==> src/rtl/pwm_fade_seq_pkg.sv <==
// Shared types for the LED fade sequencer: FSM state encoding and colour-mix table.
// Pure declarations, no timing or flow control.
package pwm_fade_pkg;

  typedef enum logic [2:0] {
    ST_IDLE    = 3'd0,
    ST_RISE    = 3'd1,
    ST_HOLD_HI = 3'd2,
    ST_FALL    = 3'd3,
    ST_HOLD_LO = 3'd4
  } state_t;

  localparam logic [2:0] COLOUR_LAST = 3'd6;

  // Returns {b,g,r} channel enables for a colour index.
  function automatic logic [2:0] colour_mask(input logic [2:0] colour);
    logic [2:0] mask;
    mask = 3'b000;
    case (colour)
      3'd0: mask = 3'b001;
      3'd1: mask = 3'b010;
      3'd2: mask = 3'b100;
      3'd3: mask = 3'b011;
      3'd4: mask = 3'b110;
      3'd5: mask = 3'b101;
      3'd6: mask = 3'b111;
      default: mask = 3'b000;
    endcase
    return mask;
  endfunction

endpackage

==> src/rtl/pwm_fade_seq_frame_timer.sv <==
// Frame counter mirroring the pwm counters plus a frames-per-step prescaler.
// frame_end/step_tick are combinational from registered counts; no backpressure.
module pwm_frame_timer #(
  parameter int WIDTH = 16,
  parameter int DIV_W = 8
) (
  input  logic             clk,
  input  logic             reset,
  input  logic             clr,
  input  logic [WIDTH-1:0] max,
  input  logic [DIV_W-1:0] frames_per_step,
  output logic             frame_end,
  output logic             step_tick
);

  logic [WIDTH-1:0] frame_cnt;
  logic [DIV_W-1:0] step_cnt;
  logic [DIV_W-1:0] fps_eff;
  logic [DIV_W:0]   step_cnt_inc;

  assign fps_eff      = (frames_per_step == '0) ? DIV_W'(1) : frames_per_step;
  assign step_cnt_inc = {1'b0, step_cnt} + (DIV_W+1)'(1);
  assign frame_end    = (frame_cnt >= max);
  assign step_tick    = frame_end && (step_cnt_inc >= {1'b0, fps_eff});

  always_ff @(posedge clk or negedge reset) begin
    if (!reset) begin
      frame_cnt <= '0;
    end else if (frame_end) begin
      frame_cnt <= '0;
    end else begin
      frame_cnt <= frame_cnt + WIDTH'(1);
    end
  end

  // Prescaler is held clear while the sequencer is disabled; frame_cnt keeps running.
  always_ff @(posedge clk or negedge reset) begin
    if (!reset) begin
      step_cnt <= '0;
    end else if (clr || step_tick) begin
      step_cnt <= '0;
    end else if (frame_end) begin
      step_cnt <= step_cnt_inc[DIV_W-1:0];
    end
  end

endmodule

==> src/rtl/pwm_fade_seq.sv <==
// RGB fade sequencer: ramp/hold/ramp/hold per colour mix; thresholds load one cycle after frame_end.
// Free-running, no backpressure; enable low forces IDLE on the next clock.
module pwm_fade_seq
  import pwm_fade_pkg::*;
#(
  parameter int WIDTH = 16,
  parameter int DIV_W = 8
) (
  input  logic             clk,
  input  logic             reset,
  input  logic             enable,
  input  logic [WIDTH-1:0] max,
  input  logic [WIDTH-1:0] step,
  input  logic [DIV_W-1:0] frames_per_step,
  input  logic [DIV_W-1:0] hold_steps,
  output logic [WIDTH-1:0] threshold_r,
  output logic [WIDTH-1:0] threshold_g,
  output logic [WIDTH-1:0] threshold_b,
  output logic [WIDTH-1:0] level,
  output logic [2:0]       colour,
  output logic             cycle_done
);

  logic frame_end;
  logic step_tick;

  pwm_frame_timer #(.WIDTH(WIDTH), .DIV_W(DIV_W)) u_timer (
    .clk             (clk),
    .reset           (reset),
    .clr             (!enable),
    .max             (max),
    .frames_per_step (frames_per_step),
    .frame_end       (frame_end),
    .step_tick       (step_tick)
  );

  state_t           state, state_nxt;
  logic [WIDTH-1:0] level_nxt;
  logic [DIV_W-1:0] hold_cnt, hold_nxt;
  logic [2:0]       colour_nxt;
  logic             cycle_done_nxt;
  logic [WIDTH-1:0] step_eff;
  logic [WIDTH:0]   rise_sum;

  assign step_eff = (step == '0) ? WIDTH'(1) : step;
  assign rise_sum = {1'b0, level} + {1'b0, step_eff};

  always_ff @(posedge clk or negedge reset) begin
    if (!reset) begin
      state      <= ST_IDLE;
      level      <= '0;
      hold_cnt   <= '0;
      colour     <= '0;
      cycle_done <= 1'b0;
    end else begin
      state      <= state_nxt;
      level      <= level_nxt;
      hold_cnt   <= hold_nxt;
      colour     <= colour_nxt;
      cycle_done <= cycle_done_nxt;
    end
  end

  always_comb begin
    state_nxt      = state;
    level_nxt      = level;
    hold_nxt       = hold_cnt;
    colour_nxt     = colour;
    cycle_done_nxt = 1'b0;
    if (!enable) begin
      state_nxt = ST_IDLE;
      level_nxt = '0;
      hold_nxt  = '0;
    end else if (step_tick) begin
      case (state)
        ST_IDLE: begin
          state_nxt = ST_RISE;
          level_nxt = '0;
        end
        ST_RISE: begin
          // Wide compare so a ramp near the top of the range cannot wrap.
          if (rise_sum >= {1'b0, max}) begin
            level_nxt = max;
            hold_nxt  = '0;
            state_nxt = ST_HOLD_HI;
          end else begin
            level_nxt = rise_sum[WIDTH-1:0];
          end
        end
        ST_HOLD_HI: begin
          if (hold_cnt >= hold_steps) state_nxt = ST_FALL;
          else                        hold_nxt  = hold_cnt + DIV_W'(1);
        end
        ST_FALL: begin
          if (level <= step_eff) begin
            level_nxt = '0;
            hold_nxt  = '0;
            state_nxt = ST_HOLD_LO;
          end else begin
            level_nxt = level - step_eff;
          end
        end
        ST_HOLD_LO: begin
          if (hold_cnt >= hold_steps) begin
            colour_nxt     = (colour == COLOUR_LAST) ? 3'd0 : colour + 3'd1;
            cycle_done_nxt = 1'b1;
            state_nxt      = ST_RISE;
          end else begin
            hold_nxt = hold_cnt + DIV_W'(1);
          end
        end
        default: state_nxt = ST_IDLE;
      endcase
    end
  end

  logic [2:0][WIDTH-1:0] thr_q, thr_nxt;
  logic [WIDTH-1:0]      level_clamp;
  logic [2:0]            mask;

  // Clamp guards against max being lowered below the current level mid-ramp.
  always_comb begin
    level_clamp = (level > max) ? max : level;
    mask        = colour_mask(colour);
    thr_nxt     = thr_q;
    for (int i = 0; i < 3; i++) begin
      thr_nxt[i] = (state == ST_IDLE || !mask[i]) ? max : (max - level_clamp);
    end
  end

  always_ff @(posedge clk or negedge reset) begin
    if (!reset) begin
      thr_q <= '1;
    end else if (frame_end) begin
      thr_q <= thr_nxt;
    end
  end

  assign threshold_r = thr_q[0];
  assign threshold_g = thr_q[1];
  assign threshold_b = thr_q[2];

endmodule

==> config.mk <==
export PLATFORM = sky130hd
export DESIGN_NAME = pwm_fade_seq
export DESIGN_NICKNAME = d
export VERILOG_FILES = /design/src/rtl/pwm_fade_seq_pkg.sv /design/src/rtl/pwm_fade_seq_frame_timer.sv /design/src/rtl/pwm_fade_seq.sv
export SDC_FILE = /design/constraint.sdc
export NUM_CORES = 1
export LEC_CHECK = 0
export CORE_AREA = 2 2 137 126
export CTS_CLUSTER_SIZE = 10
export DETAILED_ROUTE_END_ITERATION = 12
export DIE_AREA = 0 0 139 128
export PLACE_DENSITY = 0.81
export SLEW_MARGIN = 20
export SYNTH_ARGS = -nofsm -noshare
export SYNTH_HDL_FRONTEND = slang
export SYNTH_SLANG_ARGS = --single-unit
==> constraint.sdc <==
create_clock -name clk -period 5.6 [get_ports clk]
set_input_delay 0.56 -clock clk [delete_from_list [all_inputs] [get_ports clk]]
set_output_delay 0.56 -clock clk [all_outputs]
set_load 0.005 [all_outputs]
# Word level (Yosys, flattened, before mapping)
# Index checks and enable logic that the tools add are counted.
[word_totals] out_inout_bits=68 latchBits=0 ff_bits=103 input_bits=51 n_memories=0 mem_bits_ro=0 wordCells=93 mem_bits_rw=0
[op_classes] div=0 n_mux=33 bitwise_logic=0 mul=0 add_sub_neg=7 reduce_logical=19 n_lt_le_gt_ge=6 shifts=0 eq_ne=18
[op_table] operator="$mux 16" n=10
[op_table] operator="$mux 8" n=8
[op_table] operator="$pmux 16 s3" n=1
[op_table] operator="$sub 16x16->16" n=2
[op_table] operator="$pmux 8 s3" n=1
[op_table] operator="$mux 3" n=7
[op_table] operator="$pmux 3 s7" n=1
[op_table] operator="$add 16x16->17" n=1
[op_table] operator="$ge 17x16->1" n=1
[op_table] operator="$add 16x1->16 const B" n=1
[op_table] operator="$ge 16x16->1" n=1
[op_table] operator="$gt 16x16->1" n=1
[op_table] operator="$le 16x16->1" n=1
[op_table] operator="$logic_not 16->1" n=1
[op_table] operator="$ne 3x3->1 const B" n=5
[op_table] operator="$pmux 3 s5" n=1
[op_table] operator="$eq 3x2->1 const B" n=4
[op_table] operator="$eq 3x3->1 const B" n=4
[op_table] operator="$reduce_and 5->1" n=2
[op_table] operator="$add 8x1->9 const B" n=1
[op_table] operator="$ge 9x8->1" n=1
[op_table] operator="$add 8x1->8 const B" n=1
[op_table] operator="$ge 8x8->1" n=1
[op_table] operator="$logic_not 8->1" n=1
[op_table] operator="14 further kinds" n=25

# Logic depth before layout (Yosys ltp)
[depth] ltp_word=8 depth_mapped=22 depth_no_buf=21

# Modules after synthesis
# Synthesis repeated with hierarchy kept, for this count alone.
[hier_totals] cells_unflattened=1163 hier_area_um2=9660.5
[by_module_without_submodules] mod="pwm_fade_seq" area_per_inst_um2=7764.9 n_inst=1 seq_area_each_um2=2037.0 cells_each=955
[by_module_without_submodules] mod="pwm_frame_timer" area_per_inst_um2=1895.6 n_inst=1 seq_area_each_um2=600.6 cells_each=208

# Worst setup path after synthesis
# No wires, ideal clock.
[synth_path] path_type="input -> register" start="input port step[8]" end="register hold_cnt[2]" required_ps=5461 path_stages=21 arrival_time_ps=4578 n_path_buf=1 path_slack_ps=882 setup_ps=139 cell_sequence="nor4_1 a41o_1 ha_1 inv_1 fa_1 nor2_1 o311a_1 o221ai_4 a211oi_2 nand2b_1 xnor2_1 ha_1 a21oi_1 o221ai_1 a21o_1 a211o_1 a211o_1 buf_6 o2111a_1 nand3_1 o21ai_0"
[synth_between] elab_chain_len=6 word_cells_on_any_way=8 cone_classes="1 x add/sub; 2 x order compare; 2 x eq/ne; 1 x mux; 2 x reduce/logical"
[synth_rtl] item="from (decl)" line="pwm_fade_seq.sv:13" rtl="input logic [WIDTH-1:0] step,"
[synth_rtl] item="$logic_not 16->1" line="pwm_fade_seq.sv:45" rtl="assign step_eff = (step == '0) ? WIDTH'(1) : step;"
[synth_rtl] item="$mux 16 (*)" line="pwm_fade_seq.sv:45"
[synth_rtl] item="$add 16x16->17" line="pwm_fade_seq.sv:46" rtl="assign rise_sum = {1'b0, level} + {1'b0, step_eff};"
[synth_rtl] item="$ge 17x16->1" line="pwm_fade_seq.sv:82" rtl="if (rise_sum >= {1'b0, max}) begin"
[synth_rtl] item="$ne 3x3->1 (no source line)"
[synth_rtl] item="$reduce_and 5->1 (no source line) (*)"
[synth_rtl] item="to (signal assigned)" line="pwm_fade_seq.sv:58" rtl="hold_cnt <= hold_nxt;"
[synth_rtl] item="to (decl)" line="pwm_fade_seq.sv:39" rtl="logic [DIV_W-1:0] hold_cnt, hold_nxt;"
# Mark *: on every way between the ends. The rest lies on a longest branch, timed or not.
# A chain may end at the register's enable or synchronous reset.

# Worst setup path in the final report
[layout_path] start="input port step[8]" end="register level[9]"
[layout_between] elab_chain_len=8 word_cells_on_any_way=11 cone_classes="2 x add/sub; 2 x order compare; 6 x mux; 1 x reduce/logical"
[layout_rtl] item="$logic_not 16->1" line="pwm_fade_seq.sv:45"
[layout_rtl] item="$mux 16 (*)" line="pwm_fade_seq.sv:45"
[layout_rtl] item="$add 16x16->17" line="pwm_fade_seq.sv:46"
[layout_rtl] item="$ge 17x16->1" line="pwm_fade_seq.sv:82"
[layout_rtl] item="$mux 16" line="pwm_fade_seq.sv:82"
[layout_rtl] item="$pmux 16 s3 (*)" line="pwm_fade_seq.sv:75" rtl="case (state)"
[layout_rtl] item="$mux 16 (*)" line="pwm_fade_seq.sv:74" rtl="end else if (step_tick) begin"
[layout_rtl] item="$mux 16 (*)" line="pwm_fade_seq.sv:70" rtl="if (!enable) begin"
[layout_rtl] item="to (signal assigned)" line="pwm_fade_seq.sv:57" rtl="level <= level_nxt;"
[layout_rtl] item="to (decl)" line="pwm_fade_seq.sv:19" rtl="output logic [WIDTH-1:0] level,"
# Mark *: on every way between the ends. The rest lies on a longest branch, timed or not. The select of a mux whose other input is x is not followed.

==> flow_metrics.env <==
export IMPL_drt_initial_drc_count=779
export IMPL_crit_path_end_kind="flop"
export IMPL_grt_max_degree=59
export IMPL_path_clk_slew_ns=0.07
export IMPL_async_flop_share=1.00
export IMPL_fin_crit_sh=0.951
export IMPL_syn2layout_area_growth_pct=19.2
export IMPL_grt_pass1_wl_um=40800
export IMPL_rows=45
export IMPL_avgSynthCellArea_sq_um=8.28
export IMPL_grt_pass1_vias=8091
export IMPL_ys_warnings_count=0
export IMPL_routed_wl_um=24800
export IMPL_place_hpwl_um=19300
export IMPL_clk_latency_ns=0.35
export IMPL_critPathMaxStageDelay_ns=0.46
export IMPL_r2r_end="level[9]$_DFFE_PN0P_"
export IMPL_finalSetupViolCount=0
export IMPL_timing_setup_tns_ns=0
export IMPL_ctsHoldBuffers=0
export IMPL_finish_utilization=0.664
export IMPL_io_buffers=118
export IMPL_fmax_mhz=188
export IMPL_cp_start_kind="primary input"
export IMPL_grt_ovfl_total=0
export IMPL_clkSinkCount=103
export IMPL_path_cells="clkdlybuf4s50_1 -> nor4_2 -> a41o_1 -> ha_1 -> inv_1 -> fa_1 -> nor2_1 -> o311a_1 -> o221ai_4 -> a211oi_2 -> nand2b_1 -> xnor2_1 -> ha_1 -> a21oi_1 -> o221ai_1 -> a21o_1 -> a211o_1 -> buf_4 -> a211oi_2 -> buf_4 -> mux2i_1 -> a2bb2oi_1 -> o21ai_0"
export IMPL_synthFlopType="dfrtp_1"
export IMPL_io_pins=119
export IMPL_root_buffer="clkbuf_16"
export IMPL_clockBufferDepth=2
export IMPL_synth_cells=1106
export IMPL_dieWidth_um=139
export IMPL_slew_headroom=0.315
export IMPL_die_h_um=128
export IMPL_hold_path_class="primary input to async pin"
export IMPL_ys_types=80
export IMPL_tightestPinTransition_ns=1.03
export IMPL_layout_nets=1374
export IMPL_die_area_sq_um=17800
export IMPL_cp_slowest_cell="clkdlybuf4s50_1"
export IMPL_r2r_cells=20
export IMPL_cts_made_buffers=9
export IMPL_skew_ns=0.00939
export IMPL_drive_above_1_share=0.102
export IMPL_total_leakage_power_nw=5.11
export IMPL_final_common_cell="clkdlybuf4s50_1"
export IMPL_start_util=0.557
export IMPL_synth_area_sq_um=9160
export IMPL_wl_per_cell_um=17.5
export IMPL_dr_total_vias=8450
export IMPL_fin_crit_ns=5.32
export IMPL_rsz0062_at_grt="true"
export IMPL_worstPathArrival_ns=5.53
export IMPL_coreArea_sq_um=16400
export IMPL_slew_viol_final=0
export IMPL_vdd_drop_max_mv=0.287
export IMPL_synth_edf_count=0
export IMPL_crit_type="primary input to flop"
export IMPL_antenna_found_initial=0
export IMPL_worstPathMaxFanout=11
export IMPL_grt_use_total=0.281
export IMPL_cts_tree="done"
export IMPL_dr_pass1_iters=8
export IMPL_drtAntennaViolNets=0
export IMPL_required_ns=5.81
export IMPL_htree_levels=3
export IMPL_ys_ff_latch=103
export IMPL_yosysSeqAreaShare=0.288
export IMPL_gp_congestion=0.940
export IMPL_drt_drc_violations_left=0
export IMPL_insertedDiodeCount=0
export IMPL_ff2ff_setup_slack_ns=0.82
export IMPL_hold_violations=0
export IMPL_powerDensity_nw_per_um2=261
export IMPL_r2r_start="level[5]$_DFFE_PN0P_"
export IMPL_viasPerCell=5.95
export IMPL_synth_nets=1276
export IMPL_layout_common_cells="clkdlybuf4s50_1, ha_1, nor2_1"
export IMPL_maxCapViolations=0
export IMPL_outcome="complete, no violations"
critical path: cells and delay by family:
| family | cells | cell delay, ns |
|---|---|---|
| buffers and inverters | 4 | 0.88 |
| AOI/OAI and AO/OA | 11 | 2.21 |
| xor gates and xnor gates | 1 | 0.15 |
| muxes | 1 | 0.20 |
| adders and majority gates | 3 | 0.87 |
| and+or+nand+nor | 3 | 0.64 |
registers in the layout (all words and copies together), names as in the netlist, 3 cells and up:
name and cells:
threshold_b 16, colour 3, level 16, state 3
u_timer.frame_cnt 16, threshold_r 16, threshold_g 16, hold_cnt 8
u_timer.step_cnt 8
through the flow:
step	cell area, sq um	cells	worst slack, ns	hold WS (ns)	total power [mW]
floorplan	9160	1106	0.882	0.264	1.66
finish	10900	1420	0.277	0.199	2.85
global route	10900	1420	-0.0507	0.255	3.03
global placement	10600	1404	0.0749	0.467	2.18
detailed placement	10600	1404	-0.0653	0.471	2.22
CTS	10900	1420	0.303	0.226	2.87
report_power, final:
group          internal [mW]  switching [mW]  leakage, nW
sequential              1.06           0.149         1.25
clock                  0.360           0.283        0.144
combinational          0.547           0.452         3.72
total                   1.97           0.884         5.11
kinds of logic after synthesis:
logic type | after synthesis | synth area share
multiplexers | 14 | 0.0153
XOR/XNOR | 62 | 0.0593
AND/OR/NAND/NOR | 362 | 0.188
flip-flops | 103 | 0.288
buffers and inverters | 142 | 0.0616
AO/OA/AOI/OAI | 303 | 0.221
adder cells (fa/ha/maj) | 120 | 0.166
routing by layer:
metal,GRT usage,vias up,part of all wire
li1,-,4141,-
met1,0.402,3980,0.48
met2,0.460,304,0.46
met3,0.0247,25,0.054
met4,0.0796,0,0.015
met5,0,-,0
synthesized netlist by cell type (all sizes together), types with 34 or more instances:
| master | number | area [sq um] |
|---|---|---|
| inv | 75 | 282 |
| ha | 116 | 1450 |
| clkbuf | 48 | 180 |
| dfstp | 48 | 1260 |
| nor2 | 116 | 438 |
| nand2 | 94 | 353 |
| xnor2 | 40 | 350 |
| o21ai | 64 | 324 |
| a21oi | 90 | 450 |
| nand3 | 34 | 170 |
| dfrtp | 55 | 1380 |
layout make-up:
class	instances	area, sq um
Multi-Input combinational cell	861	6000
Fill cell	1384	5520
Sequential cell	103	2640
Timing Repair Buffer	153	1440
Inverter	76	285
Tap cell	211	264
Clock buffer	13	250
Clock inverter	3	43.8
worst max-delay path by stage:
stage	from	to	slack [ns]	depth (start not counted)
global route	step[8]	level[9]$_DFFE_PN0P_	-0.05	23
detailed placement	step[8]	level[9]$_DFFE_PN0P_	-0.07	23
floorplan	step[8]	hold_cnt[2]$_DFFE_PN0P_	0.88	21
global placement	step[8]	hold_cnt[2]$_DFFE_PN0P_	0.07	21
finish	step[8]	level[9]$_DFFE_PN0P_	0.28	23
CTS	step[8]	level[9]$_DFFE_PN0P_	0.30	23
what timing repair did:
item	4_1_cts	5_1_grt
buffers inserted	0	0
resized for setup	0	3
setup endpoints to repair	0	10
(Power assumes the default switching activity.)
